<file path="config.mk">
export PLATFORM = sky130hd
export DESIGN_NAME = rx_frame_sr
export DESIGN_NICKNAME = d
export VERILOG_FILES = /design/src/rtl/rx_sr_pkg.sv /design/src/rtl/rx_bit_cnt.sv /design/src/rtl/rx_frame_sr.sv
export SDC_FILE = /design/constraint.sdc
export NUM_CORES = 1
export LEC_CHECK = 0
export CORE_ASPECT_RATIO = 1.4
export CORE_MARGIN = 3
export CORE_UTILIZATION = 40
export DETAILED_ROUTE_END_ITERATION = 16
export MAX_ROUTING_LAYER = met4
export PLACE_DENSITY = 0.65
export SYNTH_ARGS = -nofsm -noshare
export SYNTH_HDL_FRONTEND = slang
export SYNTH_SLANG_ARGS = --single-unit
</file>
<file path="constraint.sdc">
create_clock -name clk -period 1.4 [get_ports clk]
set_clock_uncertainty 0.05 [all_clocks]
set_input_delay 0.21 -clock clk [delete_from_list [all_inputs] [get_ports clk]]
set_output_delay 0.21 -clock clk [all_outputs]
set_load 0.03 [all_outputs]
</file>
<file path="src/rtl/rx_sr_pkg.sv">
// ============================================================================
// rx_sr_pkg : shared types and frame-size helper for the UART receive path.
// Rev 1.0
// ============================================================================
`default_nettype none

package rx_sr_pkg;

   typedef enum logic [1:0] {
      PAR_NONE = 2'd0,
      PAR_EVEN = 2'd1,
      PAR_ODD  = 2'd2
   } par_mode_e;

   typedef enum logic [1:0] {
      IDLE  = 2'd0,
      SHIFT = 2'd1,
      DONE  = 2'd2
   } rx_state_e;

   function automatic int frame_bits(input int data_bits, input int parity_mode,
                                     input int stop_bits);
      return data_bits + ((parity_mode != 0) ? 1 : 0) + stop_bits;
   endfunction

endpackage

`default_nettype wire

</file>
<file path="src/rtl/rx_bit_cnt.sv">
// ============================================================================
// rx_bit_cnt : bit counter with clear, enable and a wrap flag at wrap_val.
// Rev 1.0
// ============================================================================
`default_nettype none

module rx_bit_cnt #(
   parameter int WIDTH = 4
) (
   input  logic             clk,
   input  logic             rst,
   input  logic             clr,
   input  logic             en,
   input  logic [WIDTH-1:0] wrap_val,
   output logic             wrap
);

   logic [WIDTH-1:0] cnt_q, cnt_d;

   // Flag is qualified by en so it marks the strobe that completes the count.
   assign wrap = en && (cnt_q == wrap_val);

   always_comb begin
      cnt_d = cnt_q;
      if (clr)
         cnt_d = '0;
      else if (en)
         cnt_d = wrap ? '0 : cnt_q + 1'b1;
   end

   always_ff @(posedge clk or posedge rst) begin
      if (rst)
         cnt_q <= '0;
      else
         cnt_q <= cnt_d;
   end

endmodule

`default_nettype wire

</file>
<file path="src/rtl/rx_frame_sr.sv">
// ============================================================================
// rx_frame_sr : parametrised UART receive-frame shift register with parity,
// framing and overrun checks. Optional macro RX_BREAK_DETECT_EN adds break_det.
// Rev 1.0
// ============================================================================
`default_nettype none

module rx_frame_sr
   import rx_sr_pkg::*;
#(
   parameter int DATA_BITS   = 8,
   parameter int PARITY_MODE = 0,
   parameter int STOP_BITS   = 1
) (
   input  logic                 clk,
   input  logic                 rst,
   input  logic                 frame_start,
   input  logic                 shift_strobe,
   input  logic                 serial_in,
   input  logic                 data_ready,
   output logic [DATA_BITS-1:0] packet_data,
   output logic                 data_valid,
   output logic                 parity_error,
   output logic                 framing_error,
   output logic                 overrun_error,
   output logic                 busy
`ifdef RX_BREAK_DETECT_EN
  ,output logic                 break_det
`endif
);

   localparam int        FB    = frame_bits(DATA_BITS, PARITY_MODE, STOP_BITS);
   localparam int        CNT_W = $clog2(FB);
   localparam par_mode_e PMODE = par_mode_e'(2'(PARITY_MODE));

   rx_state_e            state_q, state_d;
   logic [FB-1:0]        sr_q, sr_d;
   logic [DATA_BITS-1:0] data_q, data_d;
   logic                 valid_q, valid_d;
   logic                 pe_q, pe_d;
   logic                 fe_q, fe_d;
   logic                 ovr_q, ovr_d;

   logic                 cnt_clr, cnt_en, cnt_wrap;
   logic [DATA_BITS-1:0] frm_data;
   logic                 frm_par;
   logic [STOP_BITS-1:0] frm_stop;
   logic                 frm_fe, frm_pe, frm_break;

   rx_bit_cnt #(
      .WIDTH (CNT_W)
   ) u_bit_cnt (
      .clk      (clk),
      .rst      (rst),
      .clr      (cnt_clr),
      .en       (cnt_en),
      .wrap_val (CNT_W'(FB - 1)),
      .wrap     (cnt_wrap)
   );

   // Frame fields are only meaningful while the FSM sits in DONE.
   assign frm_data = sr_q[DATA_BITS-1:0];
   assign frm_par  = sr_q[DATA_BITS];
   assign frm_stop = sr_q[FB-1 -: STOP_BITS];
   assign frm_fe   = ~&frm_stop;
   assign frm_pe   = (PMODE == PAR_NONE) ? 1'b0
                   : ((^frm_data ^ frm_par) != (PMODE == PAR_ODD));

`ifdef RX_BREAK_DETECT_EN
   assign frm_break = (sr_q == '0);
   assign break_det = (state_q == DONE) && frm_break;
`else
   assign frm_break = 1'b0;
`endif

   always_comb begin
      state_d = state_q;
      sr_d    = sr_q;
      cnt_clr = 1'b0;
      cnt_en  = 1'b0;
      case (state_q)
         IDLE: begin
            if (frame_start) begin
               state_d = SHIFT;
               cnt_clr = 1'b1;
            end
         end
         SHIFT: begin
            if (shift_strobe) begin
               cnt_en = 1'b1;
               sr_d   = {serial_in, sr_q[FB-1:1]};
               if (cnt_wrap)
                  state_d = DONE;
            end
         end
         DONE:    state_d = IDLE;
         default: state_d = IDLE;
      endcase
   end

   // Handshake clear is applied first so a same-edge load overrides it.
   always_comb begin
      data_d  = data_q;
      valid_d = valid_q;
      pe_d    = pe_q;
      fe_d    = fe_q;
      ovr_d   = ovr_q;
      if (valid_q && data_ready) begin
         valid_d = 1'b0;
         ovr_d   = 1'b0;
      end
      if ((state_q == DONE) && !frm_break) begin
         if (!valid_q || data_ready) begin
            data_d  = frm_data;
            pe_d    = frm_pe;
            fe_d    = frm_fe;
            valid_d = 1'b1;
         end else begin
            ovr_d = 1'b1;
         end
      end
   end

   always_ff @(posedge clk or posedge rst) begin
      if (rst) begin
         state_q <= IDLE;
         sr_q    <= '1;
         data_q  <= '0;
         valid_q <= 1'b0;
         pe_q    <= 1'b0;
         fe_q    <= 1'b0;
         ovr_q   <= 1'b0;
      end else begin
         state_q <= state_d;
         sr_q    <= sr_d;
         data_q  <= data_d;
         valid_q <= valid_d;
         pe_q    <= pe_d;
         fe_q    <= fe_d;
         ovr_q   <= ovr_d;
      end
   end

   assign packet_data   = data_q;
   assign data_valid    = valid_q;
   assign parity_error  = pe_q;
   assign framing_error = fe_q;
   assign overrun_error = ovr_q;
   assign busy          = (state_q == SHIFT);

endmodule

`default_nettype wire

</file>
==> reports/qor.csv <==
stage,metric,value,unit
routing,number of remaining DRC errors,0,
layout,Multi-input gate area,444,µm²
setup_path,CP Class,reg -> reg,
sta,RSZ-0062 raised after global routing,yes,
outcome,failing checks,negative setup slack,
power_and_ir_drop,leakage,0.708,nW
place,Final HPWL DP,1360,µm
die,placement row count,22,
layout,Inserted Diodes,0,
sta,max-slew violations,0,
setup_path,Critical Path AT,1620,ps
routing,DRT antenna net count,0,
yosys,Mapped Area,1130,µm²
yosys,Synth async-reset ratio,100,%
yosys,Yosys reg bits,26,
yosys,"top cells by area, synth","dfrtp_1, dfstp_2, mux2_2",
clock_tree,Clock Path Buffers,2,
clock_tree,CTS tree,done,
routing,Vias/cell,4.60,
power_and_ir_drop,power per cell area,1870,nW/µm²
setup_path,worst flop-to-flop path endpoint,u_bit_cnt.cnt_q[2],
layout,NumNets Final,124,
die,core footprint,2670,µm²
setup_path,worst reg2reg path depth,5,
routing,First-pass DRT Iterations,2,
global_routing,vias in the first global route,732,
setup_path,startpoint class of the critical path,flop,
yosys,top_reg_cell synth,dfrtp_1,
sta,Final Hold Viols,0,
clock_tree,clock-pin slew on the worst setup and hold paths,140,ps
die,Die W,50.8,µm
die,I/O pin cnt,19,
yosys,post-synthesis sequential area ratio,58.8,%
clock_tree,Skew-Pair Late Insertion Delay,320,ps
clock_tree,clk sink count,26,
setup_path,worst-path maximum fanout,3,
setup_path,CP required,1610,ps
layout,share of cells above drive strength 1,54.8,%
global_routing,Tot GR Track Use,12.7,%
place,PortBufs,17,
power_and_ir_drop,Peak VDD IR,0.000859,V
outcome,outcome,"finished, violations left",
layout,fillers,231,
setup_path,crit end category,flop,
yosys,Yosys top cell area share,37.8,%
yosys,cell taking the most area after synthesis,dfrtp_1,
routing,vias post-DR,694,
routing,post-DR wirelength/cell,12.9,µm
layout,Storage cell area,663,µm²
sta,Final Cycle Share,100,%
yosys,"Net Count, Synth",88,
die,die height,68.8,µm
global_routing,total gr overflow,0,
die,initial core utilization,42.2,%
clock_tree,total CTS buffers,3,
setup_path,R2R Path Start,u_bit_cnt.cnt_q[0],
yosys,Synthesis Warnings,0,
yosys,number of flops mapped to enable cells by yosys,0,
place,GP Congestion,0.721,
sta,final setup margin,-6.10,ps
routing,1st-iter DRT viols,9,
sta,total negative slack,-6.10,ps
sta,Hold WS,164,ps
global_routing,global-route wire length before repair,3170,µm
hold_path,Hold Path Class,in -> async,
clock_tree,CTS Hold Bufs,0,
yosys,Cells after Synth,80,
routing,Routed WL,1950,µm
die,Die Area,3500,µm²
sta,final setup fails,1,
clock_tree,root buffer cell,clkbuf_4,
yosys,"Distinct cells, synth",27,
sta,Max Freq,711,MHz
yosys,synthesized area per cell,14.1,µm²
global_routing,initial antenna violation count,0,
setup_path,"reg-to-reg slack, setup",-6,ps
layout,synthesis-to-layout area growth,35.3,%
flow_run,Max Cap Viol,0,
sta,Tmin final,1410,ps
global_routing,pin count of the biggest net entering global routing,27,
clock_tree,H-tree depth,1,
synthesized netlist by cell type (2+ instances only):
cell,number
dfrtp_1,17
mux2_2,17
dfstp_2,9
inv_1,9
o21ai_0,3
a21oi_1,2
ha_1,2
mux2i_1,2
metrics by stage:
stage	utilization, %	setup WS, ps	cell area [µm²]	power [mW]	cells
3_3_place_gp	53.4	-142	1430	2.34	142
4_1_cts	56.1	5.99	1500	2.80	151
6_report	57.1	-6.10	1520	2.85	151
5_1_grt	57.1	-43.6	1520	3.04	151
3_5_place_dp	53.4	-179	1430	2.38	142
2_1_floorplan	-	37.6	1130	1.98	80
worst max path at each step:
stage                            start                  to  cells after the start
finish              u_bit_cnt.cnt_q[0]  u_bit_cnt.cnt_q[2]                      5
detailed placement        shift_strobe  u_bit_cnt.cnt_q[2]                      4
global route        u_bit_cnt.cnt_q[0]  u_bit_cnt.cnt_q[2]                      5
CTS                         state_q[1]                busy                      3
global placement            data_ready      packet_data[2]                      5
floorplan                   data_valid      packet_data[0]                      2
cell type report:
cell class / instances / area share (%)
flip-flops and latches: 26 / 43.5
multi-input cells: 43 / 29.1
repair buffers: 33 / 20.4
well taps: 36 / 2.96
inverters: 9 / 2.22
clock buffers: 4 / 1.72
where the power goes:
part | internal, mW | leakage (nW) | switching, mW
Combinational | 0.650 | 0.379 | 0.565
Clock | 0.111 | 0.0150 | 0.207
Sequential | 1.12 | 0.314 | 0.198
worst max-delay path, cell delays in order (launching register included):
cell and delay (ps):
dfrtp_1 430, inv_2 70, ha_4 150, nand2_2 60, or4b_4 460, a21oi_2 130
routing by layer:
layer	global-route usage [%]	vias to the layer above	share of wire (%)
met5	-	-	0
met4	7.07	0	0.51
met3	1.94	2	3.4
met2	22.1	14	53
met1	14.0	341	43
li1	-	337	-
cell families after synthesis:
logic type | after synthesis | share of synthesized area (%)
simple gates | 11 | 8.33
other cells | 1 | 0.333
xor+xnor | 1 | 0.778
compound gates | 9 | 5.89
fa+ha+maj | 2 | 2.22
buf+inv | 11 | 4.89
flops | 26 | 58.8
mux | 19 | 18.8
registers in the layout, summed over array words and instances (netlist names):
signal,flops
overrun_error,1
framing_error,1
u_bit_cnt.cnt_q,4
packet_data,8
data_valid,1
sr_q,9
state_q,2
repair_timing:
| action | 4_1_cts | 5_1_grt |
|---|---|---|
| pin swaps | 2 | 2 |
| gates resized for setup | 19 | 14 |
| endpoints found under the setup margin | 13 | 12 |
| buffers inserted | 5 | 0 |
placed cells by master (no fill, tap or decap), drive strengths merged:
| cell | instances |
|---|---|
| xnor2 | 1 |
| nand3b | 1 |
| a211oi | 1 |
| dlygate4sd2 | 4 |
| dfstp | 9 |
| nand3 | 1 |
| o21ai | 3 |
| or4b | 1 |
| clkdlybuf4s15 | 6 |
| nor3 | 1 |
| or3 | 1 |
| nand2 | 1 |
| mux2 | 17 |
| nand2b | 2 |
| buf | 17 |
| a21oi | 3 |
| dfrtp | 17 |
| inv | 9 |
| o21bai | 1 |
| nor2 | 1 |
| clkbuf | 5 |
| o21ba | 1 |
| nor3b | 1 |
| clkdlybuf4s50 | 5 |
| nor4 | 1 |
| conb | 1 |
| ha | 2 |
| mux2i | 2 |
(Power assumes the default switching activity.)
